[src/rtl/fabosc_pkg.sv]
// rtl/fabosc_pkg.sv - shared defaults, types and width helper for the fabric tick generator
package fabosc_pkg;

    localparam int DIV_W_DEF       = 16;
    localparam int DEFAULT_DIV     = 50;
    localparam int DEFAULT_WIN_CYC = 50000;
    localparam int DEFAULT_MON_MIN = 3200;
    localparam int DEFAULT_MON_MAX = 3300;

    typedef logic [DIV_W_DEF-1:0] div_t;

    // Index width that never collapses to zero bits for a single-entry range.
    function automatic int idx_w(input int n);
        return (n > 1) ? $clog2(n) : 1;
    endfunction

endpackage

[src/rtl/fabosc_tick_ch.sv]
// rtl/fabosc_tick_ch.sv - one programmable clock-enable tick channel with glitch-free divisor update
module fabosc_tick_ch
    import fabosc_pkg::*;
#(
    parameter int DIV_W   = 16,
    parameter int DEF_DIV = DEFAULT_DIV
) (
    input  logic             clk,
    input  logic             reset,
    input  logic             en,
    input  logic             restart,
    input  logic             pend_hit,
    input  logic [DIV_W-1:0] pend_div,
    output logic             apply,
    output logic             tick
);

    logic [DIV_W-1:0] div;
    logic [DIV_W-1:0] cnt;
    logic             last;

    // Divisors 0 and 1 both mean "every cycle".
    assign last = (div <= DIV_W'(1)) || (cnt == div - DIV_W'(1));

    // New divisor only lands where the counter restarts, so no period is cut short or stretched.
    assign apply = pend_hit & (~en | last | restart);

    always_ff @(posedge clk) begin
        if (reset) begin
            div  <= DIV_W'(DEF_DIV);
            cnt  <= '0;
            tick <= 1'b0;
        end else begin
            if (apply) begin
                div <= pend_div;
            end
            if (!en || restart || last) begin
                cnt <= '0;
            end else begin
                cnt <= cnt + 1'b1;
            end
            tick <= en & last & ~restart;
        end
    end

endmodule

[src/rtl/fabosc_tick_gen.sv]
// rtl/fabosc_tick_gen.sv - N-channel fabric tick generator with crystal oscillator frequency monitor
module fabosc_tick_gen
    import fabosc_pkg::*;
#(
    parameter int N_CH    = 4,
    parameter int DIV_W   = 16,
    parameter int DEF_DIV = DEFAULT_DIV,
    parameter int WIN_CYC = DEFAULT_WIN_CYC,
    parameter int CNT_W   = 16,
    parameter int MON_MIN = DEFAULT_MON_MIN,
    parameter int MON_MAX = DEFAULT_MON_MAX
) (
    input  logic                     CLK,
    input  logic                     RESET,
    input  logic                     CFG_VALID,
    output logic                     CFG_READY,
    input  logic [idx_w(N_CH)-1:0]   CFG_CH,
    input  logic [DIV_W-1:0]         CFG_DIV,
    input  logic [N_CH-1:0]          CH_EN,
    input  logic                     SYNC_RESTART,
    output logic [N_CH-1:0]          TICK,
    input  logic                     MON_IN,
    output logic [CNT_W-1:0]         MON_COUNT,
    output logic                     MON_VALID,
    output logic                     MON_FAIL
);

    localparam int CH_W  = idx_w(N_CH);
    localparam int WIN_W = idx_w(WIN_CYC);
    localparam logic [WIN_W-1:0] WIN_LAST = WIN_W'(WIN_CYC - 1);
    localparam logic [CNT_W-1:0] MIN_C    = CNT_W'(MON_MIN);
    localparam logic [CNT_W-1:0] MAX_C    = CNT_W'(MON_MAX);

    logic                 pend_valid;
    logic [CH_W-1:0]      pend_ch;
    logic [DIV_W-1:0]     pend_div;
    logic [N_CH-1:0]      applied;
    logic [2**CH_W-1:0]   ch_ok;
    logic                 xfer;

    assign CFG_READY = ~pend_valid;
    assign xfer      = CFG_VALID & CFG_READY;

    for (genvar j = 0; j < 2**CH_W; j++) begin : g_ok
        assign ch_ok[j] = (j < N_CH);
    end

    // Out-of-range channel numbers complete the handshake but never occupy the slot.
    always_ff @(posedge CLK) begin
        if (RESET) begin
            pend_valid <= 1'b0;
            pend_ch    <= '0;
            pend_div   <= '0;
        end else if (|applied) begin
            pend_valid <= 1'b0;
        end else if (xfer && ch_ok[CFG_CH]) begin
            pend_valid <= 1'b1;
            pend_ch    <= CFG_CH;
            pend_div   <= CFG_DIV;
        end
    end

    for (genvar i = 0; i < N_CH; i++) begin : g_ch
        fabosc_tick_ch #(
            .DIV_W   (DIV_W),
            .DEF_DIV (DEF_DIV)
        ) u_ch (
            .clk      (CLK),
            .reset    (RESET),
            .en       (CH_EN[i]),
            .restart  (SYNC_RESTART),
            .pend_hit (pend_valid && (pend_ch == CH_W'(i))),
            .pend_div (pend_div),
            .apply    (applied[i]),
            .tick     (TICK[i])
        );
    end

    logic             mon_s1;
    logic             mon_s2;
    logic             mon_prev;
    logic             mon_rise;
    logic [WIN_W-1:0] win;
    logic [CNT_W-1:0] edges;
    logic [CNT_W-1:0] edges_next;

    assign mon_rise   = mon_s2 & ~mon_prev;
    assign edges_next = (mon_rise && (edges != '1)) ? edges + 1'b1 : edges;

    // The window-end result includes an edge seen in the final cycle.
    always_ff @(posedge CLK) begin
        if (RESET) begin
            mon_s1    <= 1'b0;
            mon_s2    <= 1'b0;
            mon_prev  <= 1'b0;
            win       <= '0;
            edges     <= '0;
            MON_COUNT <= '0;
            MON_VALID <= 1'b0;
            MON_FAIL  <= 1'b0;
        end else begin
            mon_s1    <= MON_IN;
            mon_s2    <= mon_s1;
            mon_prev  <= mon_s2;
            MON_VALID <= 1'b0;
            if (win == WIN_LAST) begin
                win       <= '0;
                edges     <= '0;
                MON_COUNT <= edges_next;
                MON_VALID <= 1'b1;
                MON_FAIL  <= (edges_next < MIN_C) | (edges_next > MAX_C);
            end else begin
                win   <= win + 1'b1;
                edges <= edges_next;
            end
        end
    end

endmodule
[config.mk]
export PLATFORM = sky130hd
export DESIGN_NAME = fabosc_tick_gen
export DESIGN_NICKNAME = d
export VERILOG_FILES = /design/src/rtl/fabosc_pkg.sv /design/src/rtl/fabosc_tick_ch.sv /design/src/rtl/fabosc_tick_gen.sv
export SDC_FILE = /design/constraint.sdc
export NUM_CORES = 1
export LEC_CHECK = 0
export CAP_MARGIN = 20
export CORE_ASPECT_RATIO = 1.4
export CORE_MARGIN = 1.5
export CORE_UTILIZATION = 50
export CTS_CLUSTER_DIAMETER = 150
export DETAILED_ROUTE_END_ITERATION = 10
export GPL_ROUTABILITY_DRIVEN = 0
export HOLD_SLACK_MARGIN = 0.15
export PLACE_DENSITY = 0.77
export REMOVE_ABC_BUFFERS = 1
export SETUP_SLACK_MARGIN = 0.2
export SYNTH_ARGS = -nofsm -noshare
export SYNTH_HDL_FRONTEND = slang
export SYNTH_HIERARCHICAL = 1
export SYNTH_SLANG_ARGS = --single-unit
[constraint.sdc]
create_clock -name CLK -period 7.84 [get_ports CLK]
set_input_delay 1.568 -clock CLK [delete_from_list [all_inputs] [get_ports CLK]]
set_output_delay 1.568 -clock CLK [all_outputs]
set_load 0.005 [all_outputs]
==> results.toml, run 1 <==
[sta]
clock.fmax_ghz = 0.2419
relSlewSlack_pct = 39.22
finalClockSkew_ns = 0.007007
setup_tns_ns = 0
maxSlewViolCount = 0
period_share_pct = 52.73
grt_setup_unrepaired = "no"
finalHoldViolations = 0
worst_slew_pin_slew_ns = 0.9117
setup_viol = 0
fin_crit_ns = 4.134

[synthesis]
synth_edf_count = 0
synth-main-ff-cell = "dfxtp_1"
synth_area_leaders = "dfxtp_1 (33%), xnor2_1 (7.5%), mux2i_1 (6.5%)"
synth_area_leader_cell = "dfxtp_1"
ys_seq_elements = 204
syn_area_sq_um = 12340
postSynthCellCount = 1395
synth_top_cell_area_share_pct = 33.10
seq_area_frac_synth_pct = 33.10
synth_cell_types = 66
syn_avg_cell_area_sq_um = 8.845
yosysWarnings = 6
synth-async-reset-ratio_pct = 0

[die]
io-pin-count = 50
die_x_microns = 135.8
num_rows = 67
core_area_sq_um = 24060
fp.dieH_microns = 188.9
dieArea_sq_um = 25640
initial_utilization_pct = 51.28

[cells_and_area]
drive_above_1_share_pct = 9.907
final_common_cell = "dfxtp_1"
num-fill-cells = 2192
antenna_cells = 0
final_cell_mix = "dfxtp_1 (204), nor2_1 (152), xnor2_1 (106), nor3_1 (88), mux2i_1 (80)"
postLayoutCellArea_sq_um = 13500
nets = 1419
area_growth_pct = 9.442
fin_util_pct = 56.12
fin_cells = 1703

[route]
wl_microns = 28670
ant_nets = 0
drt-pass1-iter-count = 5
vias_per_cell = 6.111
drc_errors = 0
num_vias = 10410
drt_iter0_drc = 499
wire_per_inst_microns = 16.83

[clock_tree]
postCtsHoldBufs = 0
clock_latency_ns = 0.51
post-cts-setup-buffers = 0
ctsLongestPathBuffers = 3
path_clk_slew_ns = 0.06
cts_tree = "built"
cts_sinks = 204
htree_levels = 1
cts_made_buffers = 23
clock-root-buffer = "clkbuf_16"
cts_resized = 0

[placed_design]
placedInstanceArea_sq_um = 12770
dp_cells = 1662
port_buffers = 49
hpwl_microns = 19640

[power]
leakagePower_uw = 0.004502
peakVddDrop_mv = 0.1853
power.density_nw_per_um2 = 169.1

[worst_setup_path]
cp.arrival_ns = 4.50
path_class = "register to register"
endpoint_kind = "register"
critPathLaunchType = "register"
r2r_cells = 13
cp_data_required_time_ns = 8.21
worstPathMaxFanout = 17

[global_route]
grt_pass1_wl_microns = 48410
antenna_found_initial = 0
track_usage_pct = 22.52
grt_overflow = 0
grt_pass1_vias = 9953
grt_max_degree = 71

[run]
max_cap_viol_count = 0

[min_path]
worstHoldPathType = "register to register"
worstHoldPathCells = 1

[run_status]
status = "completed"
[metal layers]
| layer | vias up | track usage [%] | wire length (microns) |
|---|---|---|---|
| li1 | 5064 | - | - |
| met1 | 5022 | 28.22 | 12230 |
| met2 | 249 | 39.24 | 14250 |
| met3 | 72 | 2.892 | 1333 |
| met4 | 0 | 8.023 | 856 |
| met5 | - | 0 | 0 |
[final timing paths]
path,startpoint,end,slack [ns]
max,g_ch[1].u_ch/div[0],pend_div[0],3.71
min reg2reg,mon_s1,mon_s2,0.44
max reg2reg,g_ch[1].u_ch/div[0],pend_div[0],3.71
min,mon_s1,mon_s2,0.44
[cell usage after synthesis, drive strengths merged, types with 29 or more instances]
cell      n
inv      29
nand3    35
a21oi    33
nor3     93
mux2i    80
xnor2   106
nand4    42
nor2b    29
a22o     48
dfxtp   204
nand2    38
buf      47
nor2    153
clkbuf   55
mux2     48
xor2     53
nor4     29
[where the power goes]
part / switching [uW] / internal [uW]
combinational: 87.4 / 71.3
clock: 433 / 598
sequential: 40.7 / 1050
[flip-flops by register name, indices dropped and copies added, names as in the netlist, 2 cells and up]
register and count:
MON_COUNT 16, edges 16, g_ch.u_ch/cnt 64, g_ch.u_ch/div 64, g_ch.u_ch/tick 4, pend_ch 2
pend_div 16, win 16
[per-stage QoR]
stage / total power, uW / setup slack [ns] / hold WS, ns
2_1_floorplan: 1205 / 4.025 / 0.4138
3_3_place_gp: 1266 / 3.281 / 0.4320
3_5_place_dp: 1271 / 3.188 / 0.4332
4_1_cts: 2306 / 3.285 / 0.4545
5_1_grt: 2371 / 3.443 / 0.4658
6_report: 2283 / 3.706 / 0.4438
[critical path, stage by stage (launching register included)]
cell and delay [ns]:
dfxtp_1 0.36, inv_1 0.12, ha_1 0.34, or3b_1 0.42
or4_1 0.48, o21ai_1 0.17, o2111a_1 0.23, and4_1 0.77
o21a_1 0.25, nor4_1 0.08, nand3_1 0.23, buf_8 0.23
mux2i_1 0.22, nor2_1 0.06
[cell type report]
| type | count | area [sq um] | area share [%] |
|---|---|---|---|
| Sequential cell | 204 | 4084 | 30.24 |
| Tap cell | 310 | 387.9 | 2.872 |
| Clock inverter | 13 | 101.3 | 0.7506 |
| Clock buffer | 27 | 620.6 | 4.596 |
| Inverter | 29 | 108.9 | 0.8061 |
| Multi-Input combinational cell | 1060 | 7622 | 56.45 |
| Timing Repair Buffer | 60 | 578.1 | 4.281 |
[kinds of logic after synthesis]
group                    share of synthesized area, %
AND/OR/NAND/NOR                                 22.85
buffers and inverters                           5.273
AO/OA/AOI/OAI                                   14.59
multiplexers                                    11.48
XOR/XNOR                                        11.29
flip-flops                                      33.10
adder cells (fa/ha/maj)                         1.420
(Power assumes the default switching activity.)
==> run 2: changes to the inputs <==
- clock period: 7.84 -> 4.3 ns (I/O delays scaled with it)
==> run 2 against run 1 <==
Effect of this change:
- via count about the same
- utilization down 0.088 points
- final cell count up 0.12%
- register-to-register slack worse by 2.9 ns
- critical endpoint is now pend_div[12]
- die area unchanged
- clock skew up 0.0042 ns
- maximum frequency up 20%
- largest cell class unchanged
- sequential share of layout area about the same
- wire length up 1.4%
==> results.toml, run 2 (same netlist as run 1, synthesis figures left out) <==
[sta]
worst_slew_pin_slew_ns = 0.8928
relSlewSlack_pct = 40.22
maxSlewViolCount = 0
clock.fmax_ghz = 0.2900
setup_tns_ns = 0
fin_crit_ns = 3.448
setup_viol = 0
period_share_pct = 80.19
grt_setup_unrepaired = "no"
finalHoldViolations = 0
finalClockSkew_ns = 0.01120

[global_route]
grt_pass1_vias = 10060
track_usage_pct = 22.37
grt_pass1_wl_microns = 48230
antenna_found_initial = 1
grt_max_degree = 74
grt_overflow = 0

[worst_setup_path]
rr_endpoint = "pend_div[12]"
endpoint_kind = "register"
cp_num_buf_inv = 2
path_cells = "inv_1 > ha_1 > or3b_1 > or4_1 > o21ai_1 > o2111a_1 > and4_1 > o21a_1 > nor4_1 > nand3_1 > buf_4 > mux2i_1 > nor2_1"
critPathTopFamily = "simple AND/OR/NAND/NOR gates"
path_class = "register to register"
cp.arrival_ns = 3.83
worstPathMaxFanout = 18
r2r_cells = 13
r2r_slack_ns = 0.85
max_stage_delay_ns = 0.47
crit-reg2reg-launch = "g_ch[1].u_ch/div[0]"
cp_data_required_time_ns = 4.68
critPathLaunchType = "register"
slowest_stage = "or4_1"

[die]
initial_utilization_pct = 51.28
core_area_sq_um = 24060
fp.dieH_microns = 188.9
num_rows = 67
die_x_microns = 135.8
io-pin-count = 50
dieArea_sq_um = 25640

[clock_tree]
post-cts-setup-buffers = 0
postCtsHoldBufs = 0
cts_made_buffers = 22
htree_levels = 1
path_clk_slew_ns = 0.06
ctsLongestPathBuffers = 3
clock_latency_ns = 0.50
clock-root-buffer = "clkbuf_16"
cts_tree = "built"
cts_resized = 0
cts_sinks = 204

[placed_design]
hpwl_microns = 19960
port_buffers = 49
placedInstanceArea_sq_um = 12810
dp_cells = 1668

[route]
wire_per_inst_microns = 17.05
ant_nets = 0
num_vias = 10410
drc_errors = 0
drt-pass1-iter-count = 5
vias_per_cell = 6.107
wl_microns = 29070
drt_iter0_drc = 582

[cells_and_area]
area_growth_pct = 9.269
num-fill-cells = 2197
drive_above_1_share_pct = 9.613
top_regs = "g_ch.u_ch/cnt: 64 flops, g_ch.u_ch/div: 64 flops"
final_cell_mix = "dfxtp_1 (204), nor2_1 (152), xnor2_1 (106), nor3_1 (88), mux2i_1 (80)"
nets = 1423
fin_util_pct = 56.04
postLayoutCellArea_sq_um = 13480
fin_cells = 1705
final_common_cell = "dfxtp_1"

[power]
power.density_nw_per_um2 = 301.5
peakVddDrop_mv = 0.3135
total_power_uw = 4064
leakagePower_uw = 0.004489

[min_path]
worstHoldPathCells = 1
min-delay-start = "win[0]"
min_to = "win[0]"
worstHoldPathType = "register to register"

[run_status]
status = "completed"

[run]
max_cap_viol_count = 0
run 2: cell types whose count changed in the layout (fill, tap and decap cells not counted):
cell / before / now
buf_4: 11 / 17
clkinv_2: 9 / 3
clkbuf_1: 1 / 6
clkinv_4: 3 / 0
buf_8: 1 / 0
bufinv_16: 1 / 0
clkbuf_8: 3 / 4
diode_2: 0 / 1
run 2: per-layer routing:
| metal | share of wire (%) | wire length, microns | vias to the layer above | track usage [%] |
|---|---|---|---|---|
| li1 | - | - | 5065 | - |
| met1 | 42 | 12110 | 5004 | 26.94 |
| met2 | 51 | 14830 | 277 | 40.78 |
| met3 | 4.8 | 1383 | 66 | 2.811 |
| met4 | 2.6 | 750 | 0 | 6.989 |
| met5 | 0 | 0 | - | 0 |
run 2: worst max path at each step:
stage | from | to | slack, ns | depth (start not counted)
finish | g_ch[1].u_ch/div[0] | pend_div[12] | 0.85 | 13
global route | g_ch[1].u_ch/div[0] | pend_ch[0] | 0.61 | 13
CTS | g_ch[1].u_ch/div[0] | pend_div[12] | 0.88 | 13
detailed placement | g_ch[1].u_ch/div[0] | pend_div[12] | 0.93 | 13
global placement | g_ch[1].u_ch/div[0] | pend_div[7] | 1.09 | 13
floorplan | g_ch[1].u_ch/div[0] | pend_ch[0] | 0.48 | 12
run 2: worst register-to-register path: cells and delay by family (launching register included):
kind                     cells  cell delay (ns)
adder cells (fa/ha/maj)      1             0.34
flip-flops                   1             0.37
buffers and inverters        2             0.42
AND/OR/NAND/NOR              6             1.33
AO/OA/AOI/OAI                3             0.59
multiplexers                 1             0.26
run 2: power breakdown:
| group | internal [uW] | leakage (uW) | switching (uW) | total (uW) |
|---|---|---|---|---|
| Clock | 1040 | 0.000331 | 740 | 1780 |
| Sequential | 1920 | 0.00165 | 75.7 | 2000 |
| Combinational | 129 | 0.00251 | 160 | 289 |
| Total | 3090 | 0.00449 | 976 | 4060 |
run 2: final cells by class:
cell class              count  area [sq um]  area share, %
multi-input cells        1060          7622          56.54
clock buffers              33         653.1          4.845
inverters                  29         108.9         0.8074
diodes                      1         2.502        0.01856
clock inverters             3         15.01         0.1114
repair buffers             65         608.1          4.510
well taps                 310         387.9          2.877
flip-flops and latches    204          4084          30.29
run 2: per-stage QoR:
stage | hold slack [ns] | setup slack, ns
2_1_floorplan | 0.4138 | 0.4847
3_3_place_gp | 0.4344 | 1.093
3_5_place_dp | 0.4380 | 0.9329
4_1_cts | 0.4530 | 0.8809
5_1_grt | 0.4819 | 0.6059
6_report | 0.4518 | 0.8518
==> run 3: changes to the inputs <==
- clock period: 4.3 -> 3.4 ns (I/O delays scaled with it)
==> run 3 against run 2 <==
Effect of this change:
- register-to-register slack got worse by 0.61 ns
- wire length grew 1.0%
- final area is 3.3% higher
- largest cell class unchanged
==> results.toml, run 3 (same netlist as run 1, synthesis figures left out) <==
[cells_and_area]
num-fill-cells = 2062
postLayoutCellArea_sq_um = 13920
nets = 1445
fin_util_pct = 57.88
final_common_cell = "dfxtp_1"
top_regs = "g_ch.u_ch/cnt: 64 flops, g_ch.u_ch/div: 64 flops"
drive_above_1_share_pct = 12.90
final_cell_mix = "dfxtp_1 (199), nor2_1 (152), xnor2_1 (105), nor3_1 (88), mux2i_1 (79)"
area_growth_pct = 12.86
fin_cells = 1729
antenna_cells = 0

[die]
io-pin-count = 50
core_area_sq_um = 24060
dieArea_sq_um = 25640
fp.dieH_microns = 188.9
num_rows = 67
die_x_microns = 135.8
initial_utilization_pct = 51.28

[route]
wire_per_inst_microns = 16.98
num_vias = 10500
drc_errors = 0
vias_per_cell = 6.071
wl_microns = 29360
ant_nets = 0
drt-pass1-iter-count = 4
drt_iter0_drc = 534

[worst_setup_path]
r2r_cells = 13
critPathTopFamily = "simple AND/OR/NAND/NOR gates"
cp_data_required_time_ns = 3.76
r2r_slack_ns = 0.25
crit_start = "g_ch[2].u_ch/div[1]"
rr_endpoint = "pend_div[9]"
worstPathMaxFanout = 9
crit-reg2reg-launch = "g_ch[2].u_ch/div[1]"
critPathLaunchType = "register"
endpoint_kind = "register"
slowest_stage = "or3_4"
path_cells = "inv_4 > ha_4 > or3b_4 > or3_4 > xnor2_2 > and3_1 > and4_1 > o21a_1 > nor4_4 > nand3_4 > clkbuf_16 > mux2i_1 > nor2_1"
path_class = "register to register"
max_stage_delay_ns = 0.41
cp.arrival_ns = 3.51
cp_num_buf_inv = 2

[power]
total_power_uw = 5513
peakVddDrop_mv = 0.3985
leakagePower_uw = 0.004692
power.density_nw_per_um2 = 395.9

[clock_tree]
cts_sinks = 204
clock-root-buffer = "clkbuf_16"
clock_latency_ns = 0.50
ctsLongestPathBuffers = 3
path_clk_slew_ns = 0.07
cts_made_buffers = 22
cts_tree = "built"
htree_levels = 1
postCtsHoldBufs = 0

[global_route]
grt_pass1_wl_microns = 48780
antenna_found_initial = 0
met3_usage_pct = 2.436
grt_max_degree = 74
use_met2_pct = 40.45
grt_overflow = 0
grt_busiest_layer = "met2"
track_usage_pct = 22.73
gr-usage-met1_pct = 27.96
grt_pass1_vias = 10110

[sta]
worst_slew_pin_slew_ns = 0.8100
hold_ws_ns = 0.4402
setup_viol = 0
clock.fmax_ghz = 0.3170
relSlewSlack_pct = 45.88
fin_crit_ns = 3.154
finalHoldViolations = 0
period_share_pct = 92.77
finalClockSkew_ns = 0.01435
grt_setup_unrepaired = "yes"
maxSlewViolCount = 0

[run]
max_cap_viol_count = 0

[placed_design]
placedInstanceArea_sq_um = 12920
hpwl_microns = 20140
dp_cells = 1683
port_buffers = 49

[min_path]
worstHoldPathType = "register to register"
min-delay-start = "mon_s1"
min_to = "mon_s2"
worstHoldPathCells = 1

[run_status]
status = "completed"
run 3: cell types whose count changed in the layout (fill, tap and decap cells not counted), sizes merged:
cell      delta
bufinv       +4
diode        -1
clkinvlp     +2
inv          +1
buf         +20
clkbuf       -2
run 3: worst max path at each step:
stage,end,cells after the start
2_1_floorplan,pend_ch[0],12
3_3_place_gp,pend_div[11],13
3_5_place_dp,pend_div[15],13
4_1_cts,pend_div[15],13
5_1_grt,pend_div[2],13
6_report,pend_div[9],13
run 3: where the power goes:
| group | internal (uW) | total [uW] | switching (uW) | leakage, uW |
|---|---|---|---|---|
| logic | 194 | 409 | 215 | 0.00266 |
| clock network | 1600 | 2580 | 978 | 0.000382 |
| registers | 2430 | 2520 | 93.7 | 0.00165 |
| total | 4230 | 5510 | 1290 | 0.00469 |
run 3: cell type report:
cell class / instances / area, sq um / area share (%)
tap: 310 / 387.9 / 2.786
clock buffer: 29 / 628.1 / 4.511
sequential: 204 / 4098 / 29.43
multi-input combinational: 1060 / 7715 / 55.40
inverter: 29 / 116.4 / 0.8357
timing repair buffer: 87 / 820.8 / 5.895
clock inverter: 10 / 158.9 / 1.141
run 3: timing repair:
action	4_1_cts	5_1_grt
resized for setup	0	36
endpoints found under the setup margin	0	18
buffers inserted	0	5
run 3: metal layers:
metal	vias up	part of all wire, %
met5	-	0
met4	0	3.0
met3	57	4.2
met2	271	50
met1	5039	43
li1	5129	-
run 3: per-stage QoR:
step           worst slack, ns  TNS, ns
2_1_floorplan          -0.4153   -14.93
4_1_cts                 0.2184        0
6_report                0.2458        0
5_1_grt                 0.1321        0
3_3_place_gp            0.3492        0
3_5_place_dp            0.2311        0
